### config.mk
export PLATFORM = sky130hd
export DESIGN_NAME = mimo_gearbox
export DESIGN_NICKNAME = d
export VERILOG_FILES = /design/src/rtl/mimo_gearbox.sv
export SDC_FILE = /design/constraint.sdc
export NUM_CORES = 1
export LEC_CHECK = 0
export ABC_CLOCK_PERIOD_IN_PS = 13050
export BUFFER_PORTS_ARGS = -buffer_cell sky130_fd_sc_hd__buf_2
export CORE_ASPECT_RATIO = 1.2
export CORE_UTILIZATION = 32
export DETAILED_ROUTE_END_ITERATION = 6
export SLEW_MARGIN = 5
export SYNTH_ARGS = -nofsm -noshare
export SYNTH_HDL_FRONTEND = slang
export SYNTH_SLANG_ARGS = --single-unit
### constraint.sdc
create_clock -name CLK -period 13.05 [get_ports CLK]
set_input_delay 3.2625 -clock CLK [delete_from_list [all_inputs] [get_ports CLK]]
set_output_delay 3.2625 -clock CLK [all_outputs]
set_load 0.005 [all_outputs]
### src/rtl/mimo_gearbox.sv
// Element-granular multi-in/multi-out width converter over a circular buffer.
// Optional MIMO_GEARBOX_STATS_EN adds high-water mark and sticky ovf/unf flags.
module mimo_gearbox #(
  parameter int ELEM_WIDTH = 8,
  parameter int IN_ELEMS   = 4,
  parameter int OUT_ELEMS  = 16,
  parameter int CAP_ELEMS  = 24
) (
  input  logic                                CLK,
  input  logic                                RST,
  input  logic                                in_enq__ENA,
  input  logic [IN_ELEMS*ELEM_WIDTH-1:0]      in_enq_v,
  input  logic [$clog2(IN_ELEMS+1)-1:0]       in_enq_count,
  output logic                                in_enq__RDY,
  input  logic                                out_deq__ENA,
  input  logic [$clog2(OUT_ELEMS+1)-1:0]      out_deq_count,
  output logic                                out_deq__RDY,
  output logic [OUT_ELEMS*ELEM_WIDTH-1:0]     out_first,
  output logic [$clog2(OUT_ELEMS+1)-1:0]      out_first_count,
  output logic                                out_first__RDY,
  output logic [$clog2(CAP_ELEMS+1)-1:0]      occupancy
`ifdef MIMO_GEARBOX_STATS_EN
  ,
  output logic [$clog2(CAP_ELEMS+1)-1:0]      stat_hwm,
  output logic                                stat_ovf,
  output logic                                stat_unf
`endif
);

  localparam int EW = ELEM_WIDTH;
  localparam int PW = $clog2(CAP_ELEMS);
  localparam int SW = PW + 1;
  localparam int OW = $clog2(CAP_ELEMS + 1);
  localparam int IC = $clog2(IN_ELEMS + 1);
  localparam int OC = $clog2(OUT_ELEMS + 1);

  function automatic logic [PW-1:0] wrap(input logic [SW-1:0] s);
    if (s >= SW'(CAP_ELEMS))
      return PW'(s - SW'(CAP_ELEMS));
    return PW'(s);
  endfunction

  logic [PW-1:0] head;
  logic [OW-1:0] occ;
  logic [EW-1:0] mem [CAP_ELEMS];

  logic          enq_rdy;
  logic          deq_rdy;
  logic          enq_fire;
  logic          deq_fire;
  logic [IC-1:0] enq_n;
  logic [OC-1:0] first_n;
  logic [OC-1:0] deq_n;
  logic [PW-1:0] tail;
  logic [OW-1:0] occ_next;
  logic [OUT_ELEMS*EW-1:0] first;

  assign enq_rdy  = occ <= OW'(CAP_ELEMS - IN_ELEMS);
  assign deq_rdy  = occ != '0;
  assign enq_fire = in_enq__ENA & enq_rdy;
  assign deq_fire = out_deq__ENA & deq_rdy;

  assign enq_n = (in_enq_count > IC'(IN_ELEMS))
               ? IC'(IN_ELEMS) : in_enq_count;
  assign first_n = (occ >= OW'(OUT_ELEMS))
                 ? OC'(OUT_ELEMS) : OC'(occ);
  assign deq_n = (out_deq_count < first_n)
               ? out_deq_count : first_n;

  assign tail = wrap(SW'(head) + SW'(occ));
  assign occ_next = occ
                  + (enq_fire ? OW'(enq_n) : '0)
                  - (deq_fire ? OW'(deq_n) : '0);

  always_comb begin
    first = '0;
    for (int j = 0; j < OUT_ELEMS; j++) begin
      if (OC'(j) < first_n)
        first[j*EW +: EW] = mem[wrap(SW'(head) + SW'(j))];
    end
  end

  always_ff @(posedge CLK) begin
    if (RST) begin
      head <= '0;
      occ  <= '0;
    end else begin
      if (deq_fire)
        head <= wrap(SW'(head) + SW'(deq_n));
      occ <= occ_next;
    end
  end

  always_ff @(posedge CLK) begin
    if (!RST && enq_fire) begin
      for (int i = 0; i < IN_ELEMS; i++) begin
        if (IC'(i) < enq_n)
          mem[wrap(SW'(tail) + SW'(i))] <= in_enq_v[i*EW +: EW];
      end
    end
  end

  assign in_enq__RDY     = enq_rdy;
  assign out_deq__RDY    = deq_rdy;
  assign out_first__RDY  = deq_rdy;
  assign out_first_count = first_n;
  assign out_first       = first;
  assign occupancy       = occ;

`ifdef MIMO_GEARBOX_STATS_EN
  logic [OW-1:0] hwm;
  logic          ovf;
  logic          unf;

  always_ff @(posedge CLK) begin
    if (RST) begin
      hwm <= '0;
      ovf <= 1'b0;
      unf <= 1'b0;
    end else begin
      if (occ_next > hwm)
        hwm <= occ_next;
      if (in_enq__ENA && !enq_rdy)
        ovf <= 1'b1;
      if (out_deq__ENA && (!deq_rdy || out_deq_count > first_n))
        unf <= 1'b1;
    end
  end

  assign stat_hwm = hwm;
  assign stat_ovf = ovf;
  assign stat_unf = unf;
`endif

endmodule
==> out/summary.md, run 1 <==
The flow ran to the end, but the final reports show violations. The checks that failed: design-rule violations. The worst hold path belongs to the class reg -> reg. In this run the cell area of the synthesized design comes to 25,400 um2. In this run the remaining antenna-violating nets after routing total 0. The number of global-route vias before repair came out at 22,400. The initial core utilization is 32.5%, and the post-detailed-placement cell area is 26,900 um2.

For the final database, setup skew stands at 0.0299 ns. Detailed placement ended at an HPWL of 95,300 um. After clock tree synthesis, the setup repair step added 0 buffers.

The level count of the clock H-tree was 1; the number of fill cells in the layout was 7,993. Input and output buffers added on the ports amount to 184. The tools report the startpoint of the worst register-to-register path as head[1]$_SDFFE_PP0P_. The post-cts sizing count was 0.

For this block, the initial DRC count from the detailed router was 3,846. Clock tree synthesis selected as its root buffer the cell sky130_fd_sc_hd__clkbuf_16. Summing over every cut layer, the via total after detailed routing is 24,800.

Dividing the final minimum period by the clock period gives 63.5%. STA classifies the critical path endpoint as an output port. In this run the worst setup path begins at head[1]$_SDFFE_PP0P_.

TritonCTS built the clock tree. The worst-path maximum fanout is 60, and the area of the core is 78,200 um2. Power spread over the standard cell area amounts to 308 nW/um2. Counting flops with an async set or reset pin after synthesis yields a share of 0%. Switching power as a share of total power: 55.7%. The run gives 10 as the number of antenna violations at the first check in global routing. Summed over all cells, the static leakage comes to 9.89 nW. Compared with the post-synthesis result, the final layout area differs by 8.45%.

After synthesis, the cell types taking the most area are sky130_fd_sc_hd__edfxtp_1 (23%), sky130_fd_sc_hd__mux2i_1 (14%), sky130_fd_sc_hd__mux4_2 (14%), sky130_fd_sc_hd__mux2_2 (6.4%), sky130_fd_sc_hd__a21oi_1 (4.3%). Counting every net in the synthesized netlist gives 2,888. Buffers inserted to repair hold after CTS numbered 0. The part of the power in combinational logic is 79.9%. Headroom to the max-slew limit came out at 12.8%. The average via count per standard cell was 6.48.

The run gives 3 as the maximum count of clock buffers along a single path. The total iterations of the first detailed-routing run is 7, and the number of clock buffers inserted by TritonCTS is 21. The multi-input combinational cells in the finished layout cover a total of 18,200 um2. Wires add up to 125,000 um. The number of slew-limit violations in the final report was 0; the total overflow reported by the global router was 0.

At the worst endpoint, the arrival time is 5.02 ns. Gate count after technology mapping: 2,794. Cells fill 35.2% of the core in the end. The tools report the global-route wire length before repair as 174,000 um.

For the peak supply drop, the log shows 0.000155 V. Worst hold path startpoint: head[2]$_SDFFE_PP0P_. Counting flops and latches in the post-synthesis netlist gives 202.

For this run, the number of Yosys warnings is 0. The logs give 5970 um2 for the area occupied by registers and 185 for the number of top-level pins. Across the run, the number of max-cap violations was 0. After detailed placement, the design holds a cell count of 3,778. Setup repair after global routing left no endpoint under its margin.

Measured along the x axis, the die boundary spans 259 um. The vertical extent of the die is 311 um, and the register area share after synthesis is 23.5%. The data required time at the worst endpoint is 9.79 ns, and the average routed wire per standard cell is 32.6 um.

The logs give 4.72 mW for the switching power and 27,500 um2 for the summed area of non-filler cells in the final layout. Clock-pin slew was measured on the worst setup and hold paths at 0.06 ns. For this run, the top clock speed supported by timing is 121 MHz. The final hold violation count came out at 0.

The final critical-path required period works out to 8.28 ns. The worst setup path is of the reg -> out kind. Pin count of the biggest net entering global routing: 138.

Share of Yosys cell area claimed by the top area cell type: 22.7%. For the worst flop-to-flop path, the logic depth is 16. The die covers 80,500 um2. Yosys mapped a number of flops with a built-in enable equal to 192. The tree built by TritonCTS fans out to 202 sinks. A synthesized cell averages 9.09 um2. The worst hold path passes through 2 cells.

The worst setup path is launched from a flip-flop. Hold timing on the final database bottoms out at a slack of 0.487 ns. The tools report the clock network fraction of total power as 6.8%. Leaving out filler cells and counting taps, the final layout contains 3,822. The slew at the pin closest to its max-slew limit was 1.30 ns; the final count of negative-setup-slack endpoints was 0.

The floorplan has 112 rows. The logs give 1.09 for the final estimated routing congestion in global placement and 0.54 ns for the latest clock arrival within the worst-skew pair. Cell internal power was estimated by the tool at 3.76 mW. The DRC violations left came out at 2. For the total negative slack for setup checks, the log shows 0 ns. For this run, the total global-route usage over all layers was measured as 30.0%. The netlist uses 87 different library cells.

In this run, flip-flops and latches consume 13.3% of the power. The ratio of cells with drive above 1 in the final layout works out to 23.2%. Among all flip-flop cells after synthesis, the most frequent one is sky130_fd_sc_hd__edfxtp_1. After the last flow step, the layout net total stands at 2,869.

The cell taking the most area after synthesis was sky130_fd_sc_hd__edfxtp_1.
## synthesized netlist by cell type (17+ instances only)
| cell | number |
|---|---|
| sky130_fd_sc_hd__clkbuf_1 | 180 |
| sky130_fd_sc_hd__nor2_1 | 250 |
| sky130_fd_sc_hd__a211oi_1 | 100 |
| sky130_fd_sc_hd__edfxtp_1 | 192 |
| sky130_fd_sc_hd__inv_1 | 36 |
| sky130_fd_sc_hd__ha_1 | 45 |
| sky130_fd_sc_hd__mux2i_1 | 360 |
| sky130_fd_sc_hd__nand3_1 | 41 |
| sky130_fd_sc_hd__a221oi_1 | 22 |
| sky130_fd_sc_hd__nand2b_1 | 26 |
| sky130_fd_sc_hd__and2_1 | 60 |
| sky130_fd_sc_hd__nor2b_1 | 39 |
| sky130_fd_sc_hd__buf_2 | 35 |
| sky130_fd_sc_hd__a21oi_1 | 217 |
| sky130_fd_sc_hd__o22ai_1 | 101 |
| sky130_fd_sc_hd__a22oi_1 | 32 |
| sky130_fd_sc_hd__a21oi_2 | 17 |
| sky130_fd_sc_hd__xnor2_1 | 25 |
| sky130_fd_sc_hd__mux4_2 | 160 |
| sky130_fd_sc_hd__nand2_1 | 265 |
| sky130_fd_sc_hd__nor3_1 | 66 |
| sky130_fd_sc_hd__buf_1 | 47 |
| sky130_fd_sc_hd__mux2_2 | 144 |
| sky130_fd_sc_hd__a31oi_1 | 21 |
| sky130_fd_sc_hd__o21ai_0 | 92 |
## layout by cell type, fill, tap and decap left out, types with 8 or more instances in the layout
cell type	count
sky130_fd_sc_hd__mux2_2	144
sky130_fd_sc_hd__nor2_1	250
sky130_fd_sc_hd__xnor2_1	24
sky130_fd_sc_hd__a22oi_1	32
sky130_fd_sc_hd__nand2_1	265
sky130_fd_sc_hd__edfxtp_1	192
sky130_fd_sc_hd__o21ai_1	14
sky130_fd_sc_hd__a21oi_2	17
sky130_fd_sc_hd__or2_2	15
sky130_fd_sc_hd__a211oi_1	100
sky130_fd_sc_hd__xor2_1	9
sky130_fd_sc_hd__nor3_1	66
sky130_fd_sc_hd__o221a_2	9
sky130_fd_sc_hd__ha_1	43
sky130_fd_sc_hd__clkbuf_16	21
sky130_fd_sc_hd__and2_1	60
sky130_fd_sc_hd__buf_4	45
sky130_fd_sc_hd__nand2b_1	26
sky130_fd_sc_hd__a21oi_1	217
sky130_fd_sc_hd__o31ai_1	15
sky130_fd_sc_hd__o21ai_0	92
sky130_fd_sc_hd__o211ai_1	8
sky130_fd_sc_hd__nor2b_1	39
sky130_fd_sc_hd__mux4_2	160
sky130_fd_sc_hd__a21o_1	11
sky130_fd_sc_hd__a31oi_1	21
sky130_fd_sc_hd__a221oi_1	22
sky130_fd_sc_hd__buf_2	184
sky130_fd_sc_hd__mux2i_1	360
sky130_fd_sc_hd__inv_1	36
sky130_fd_sc_hd__or3_1	14
sky130_fd_sc_hd__o22ai_1	101
sky130_fd_sc_hd__nand3_1	41
## through the flow
stage	power [mW]	worst slack, ns
finish	8.48	4.77
CTS	8.28	4.82
floorplan	5.48	5.87
global route	8.89	4.42
global placement	7.70	5.38
detailed placement	7.71	5.40
## metal layers
metal  track usage [%]  up-vias  share of wire, %
met5                 0        -             0.041
met4              19.7       10               8.5
met3              6.05      427                10
met2              47.0     1757                45
met1              37.2    11900                37
li1                  -    10600                 -
## final timing paths
path	end	slack, ns
max	out_first[82]	4.77
min	head[2]$_SDFFE_PP0P_	0.49
max reg2reg	mem[4][7]$_DFFE_PP_	5.44
min reg2reg	head[2]$_SDFFE_PP0P_	0.49
## area by class of cell
class	count	share of cell area, %
clock buffer	25	1.96
multi-input combinational	2277	66.1
tap	1026	4.66
clock inverter	13	0.300
timing repair buffer	230	4.64
inverter	43	0.586
sequential	202	21.7
antenna	6	0.0545
## power by group through the flow
stage	registers (mW)	clock network, mW	logic (mW)
global placement	1.12	0	6.58
CTS	1.11	0.566	6.61
detailed placement	1.12	0	6.59
global route	1.13	0.590	7.17
finish	1.13	0.574	6.77
floorplan	0.987	0	4.49
## sequential cells by signal (all words and copies together), names as in the netlist
register	flops
mem	192
head	5
occupancy	5
## cell families after synthesis
family,after synthesis,synth area share (%)
AOI/OAI and AO/OA,697,17.4
xor gates and xnor gates,36,1.27
adders and majority gates,50,2.61
buffers and inverters,315,5.02
DFF,202,23.5
muxes,665,34.9
and+or+nand+nor,829,15.3
## worst max-delay path, cell delays in order, from the launching register on
cell and delay (ns):
sky130_fd_sc_hd__dfxtp_4 0.76, sky130_fd_sc_hd__buf_4 0.74, sky130_fd_sc_hd__ha_1 0.55, sky130_fd_sc_hd__xor2_1 0.32, sky130_fd_sc_hd__inv_1 0.08, sky130_fd_sc_hd__ha_1 0.20
sky130_fd_sc_hd__nand2_1 0.05, sky130_fd_sc_hd__o21ai_0 0.08, sky130_fd_sc_hd__nand2b_1 0.20, sky130_fd_sc_hd__a21oi_1 0.95, sky130_fd_sc_hd__a211oi_1 0.10, sky130_fd_sc_hd__a21oi_1 0.18
sky130_fd_sc_hd__nor2_1 0.07, sky130_fd_sc_hd__buf_2 0.16
Power figures use the tool's default switching activity.
==> inputs of run 2 (changes only) <==
--- a/config.mk
+++ b/config.mk
@@ -5,7 +5,7 @@
 export SDC_FILE = /design/constraint.sdc
 export NUM_CORES = 1
 export LEC_CHECK = 0
-export ABC_CLOCK_PERIOD_IN_PS = 13050
+export ABC_CLOCK_PERIOD_IN_PS = 8200
 export BUFFER_PORTS_ARGS = -buffer_cell sky130_fd_sc_hd__buf_2
 export CORE_ASPECT_RATIO = 1.2
 export CORE_UTILIZATION = 32
==> constraint.sdc (replaced) <==
create_clock -name CLK -period 8.2 [get_ports CLK]
set_input_delay 2.05 -clock CLK [delete_from_list [all_inputs] [get_ports CLK]]
set_output_delay 2.05 -clock CLK [all_outputs]
set_load 0.005 [all_outputs]
==> run 2 against run 1 <==
The run now ends clean. Clock power is 81% higher. Flip-flop and latch count stayed put. Global-route usage is 1.0 points lower. Via count is 1.0% lower. Final cell count hardly changed. Worst setup slack worse by 3.3 ns. Sequential power is 56% higher. Register-to-register slack worse by 3.6 ns. Routed wire length is 3.6% lower. Sequential share of layout area is 0.088 points lower. Combinational power is 61% higher. Count of clock-buffer cells in the layout is 1 higher. Largest cell class unchanged.
==> out/summary.md, run 2 (synthesized netlist as in run 1, its figures left out) <==
The flow ran to the end, and the final reports show no timing, DRC or antenna violations. Dividing the detail-routed via count by the number of cells gives 6.42. Once detail routing completed, the nets flagged for antenna violations numbered 0. The logs give 32.5% for the initial core utilization and 185 for the number of top-level pins. Buffers inserted during clock tree synthesis total 22. The tools report the total iterations of the first detailed-routing run as 6. The floorplan step defined a die boundary enclosing 80,500 um2. In this run switching power makes up 55.2% of total power. The HPWL after detailed placement is 93,600 um. The final wirelength is 120,000 um. The logs give 3 for the maximum count of clock buffers along a single path and 0 for the total overflow reported by the global router. The buffer and inverter count on the worst path is 2, and the final hold violation count is 0. The total negative slack for setup checks is 0 ns.

Walking the worst path, the cells encountered are buf_4, ha_1, a21oi_1, xnor2_1, nor3_1, a21oi_1, nor2_1, a211oi_1, buf_2. The slowest cell on the critical path is sky130_fd_sc_hd__a21oi_1. Port buffer count: 184. The tools report the switching power as 7.54 mW.

Prior to clock tree synthesis, the placed netlist has a worst setup slack of 2.04 ns. Cell repeated most along the worst path: sky130_fd_sc_hd__a21oi_1. Clock-pin slew was measured on the worst setup and hold paths at 0.07 ns. Register bank with the most flops: mem. The vertical extent of the die is 311 um, and the number of hold buffers added after cts is 0. On the worst path, the slowest cell contributes a delay of 1.03 ns. Of the total power, the clock network draws 7.6%. The detailed router placed 24,500 vias in this run. The top cell types in the final layout, fill and taps aside, are sky130_fd_sc_hd__mux2i_1 (360), sky130_fd_sc_hd__nand2_1 (265), sky130_fd_sc_hd__nor2_1 (250), sky130_fd_sc_hd__a21oi_1 (216), sky130_fd_sc_hd__edfxtp_1 (192). Worst setup slack after layout: 1.50 ns. Entering global routing, the biggest net connects 125 pins. For the worst clock skew, the log shows 0.0199 ns.

Number of nets in the final layout: 2,869. Worst-path maximum fanout: 53. The region available for standard cell placement spans 78,200 um2. The global-route wire length before repair is 168,000 um.

The run gives 3,776 as the post-placement cell count. The tightest min-delay check is of the reg -> reg type. The number of global-route vias before repair is 22,100.

After clock tree synthesis, the setup repair step added 0 buffers. In this run, flip-flops and latches consume 12.9% of the power. Combinational logic burns 79.5% of the power. The average routed wire per standard cell came out at 31.4 um. The worst setup path is launched from a flip-flop. For the peak clock frequency supported by timing, the log shows 149 MHz. The relative max-transition margin is 2.67%, and the slew at the pin closest to its max-slew limit is 1.44 ns. The number of antenna violations at the first check in global routing is 9.

The tools report the overall routing resource usage as 29.0%. STA puts the critical path data required time at 6.15 ns. The growth of design area from synthesis to finish is 8.89%, and the final estimated routing congestion in global placement is 1.07. The latest clock arrival within the worst-skew pair was 0.54 ns.

STA classifies the critical path endpoint as an output port. The kind of cell adding the most delay to the critical path is compound AO/OA/AOI/OAI gates. The library cell used most frequently in the layout, excluding fill and tap cells, is sky130_fd_sc_hd__mux2i_1. Max-cap violations in this run came to 0.

The worst path in the final design needs a cycle of 6.70 ns, including I/O delays and setup. The level count of the clock H-tree is 1, and the number of fill cells in the layout is 8,043. The run gives 3,220 as the detailed router's first-iteration violation count.

After the flow finishes, the layout carries non-filler instances totaling 3,820. By startpoint and endpoint, the worst setup path is classified as reg -> out. Once the clock tree was built, the resizer swapped 0 gates to a different size. In this run the power density over the cells is 494 nW/um2.

TritonCTS built the clock tree. After floorplanning, the core was divided into 112 placement rows. The design draws 13.7 mW.

The ratio of cells with drive above 1 in the final layout is 23.3%, and the number of slew-limit violations in the final report is 0. The tools report the buffer cell driving the clock tree root as sky130_fd_sc_hd__clkbuf_16. Setup violations remaining at the end of the flow were counted as 0. Final period utilization: 81.7%. The register with the most flip-flops in the layout has 192 of them. The logs give 202 for the count of clock tree sinks and 4.65 ns for the endpoint arrival time on the critical path. The run gives 0.000233 V as the peak supply drop.

In this run the static leakage power is 9.94 nW. The die width works out to 259 um. The run gives 6.12 mW as the cell-internal power. Setup repair after global routing left no endpoint under its margin.

In the routed design, unresolved DRC markers number 0.
-- run 2: final timing paths --
path | startpoint | slack [ns] | depth (start not counted) | to
hold reg to reg | head[1]$_SDFFE_PP0P_ | 0.63 | 2 | head[1]$_SDFFE_PP0P_
setup / recovery | head[1]$_SDFFE_PP0P_ | 1.50 | 9 | out_first[108]
hold / removal | head[1]$_SDFFE_PP0P_ | 0.63 | 2 | head[1]$_SDFFE_PP0P_
setup reg to reg | occupancy[0]$_SDFF_PP0_ | 1.82 | 16 | mem[6][2]$_DFFE_PP_
-- run 2: area by class of cell --
class | instances | area, um2 | area share, %
timing repair buffer | 229 | 1280 | 4.64
clock buffer | 26 | 566 | 2.05
antenna | 5 | 12.5 | 0.0453
tap | 1026 | 1280 | 4.64
multi-input combinational | 2277 | 18200 | 65.9
sequential | 202 | 5970 | 21.6
clock inverter | 12 | 155 | 0.561
inverter | 43 | 161 | 0.584
-- run 2: power groups by stage --
stage / clock, mW / combinational, mW / sequential, mW
after floorplan: 0 / 7.15 / 1.57
after global placement: 0 / 10.6 / 1.75
after detailed placement: 0 / 10.6 / 1.75
after CTS: 1.04 / 10.7 / 1.73
after global routing: 1.07 / 11.5 / 1.77
final: 1.04 / 10.9 / 1.76
-- run 2: metrics by stage --
stage	utilization, %	instance area [um2]	hold slack [ns]
2_1_floorplan	-	25400	0.631
3_3_place_gp	34.4	26900	0.625
3_5_place_dp	34.4	26900	0.629
4_1_cts	35.3	27600	0.639
5_1_grt	35.3	27600	0.667
6_report	35.4	27600	0.635
-- run 2: tightest hold or removal path: cells and delay by family, from the launching register on --
kind | cells | cell delay [ns]
flops | 1 | 0.45
simple gates | 1 | 0.09
compound gates | 1 | 0.06
-- run 2: per-layer routing --
layer  GRT usage, %  share of wire, %  vias up
met5              0             0.027        -
met4           18.8               8.0        8
met3           4.85               9.6      351
met2           45.8                45     1662
met1           36.3                37    11900
li1               -                 -    10600
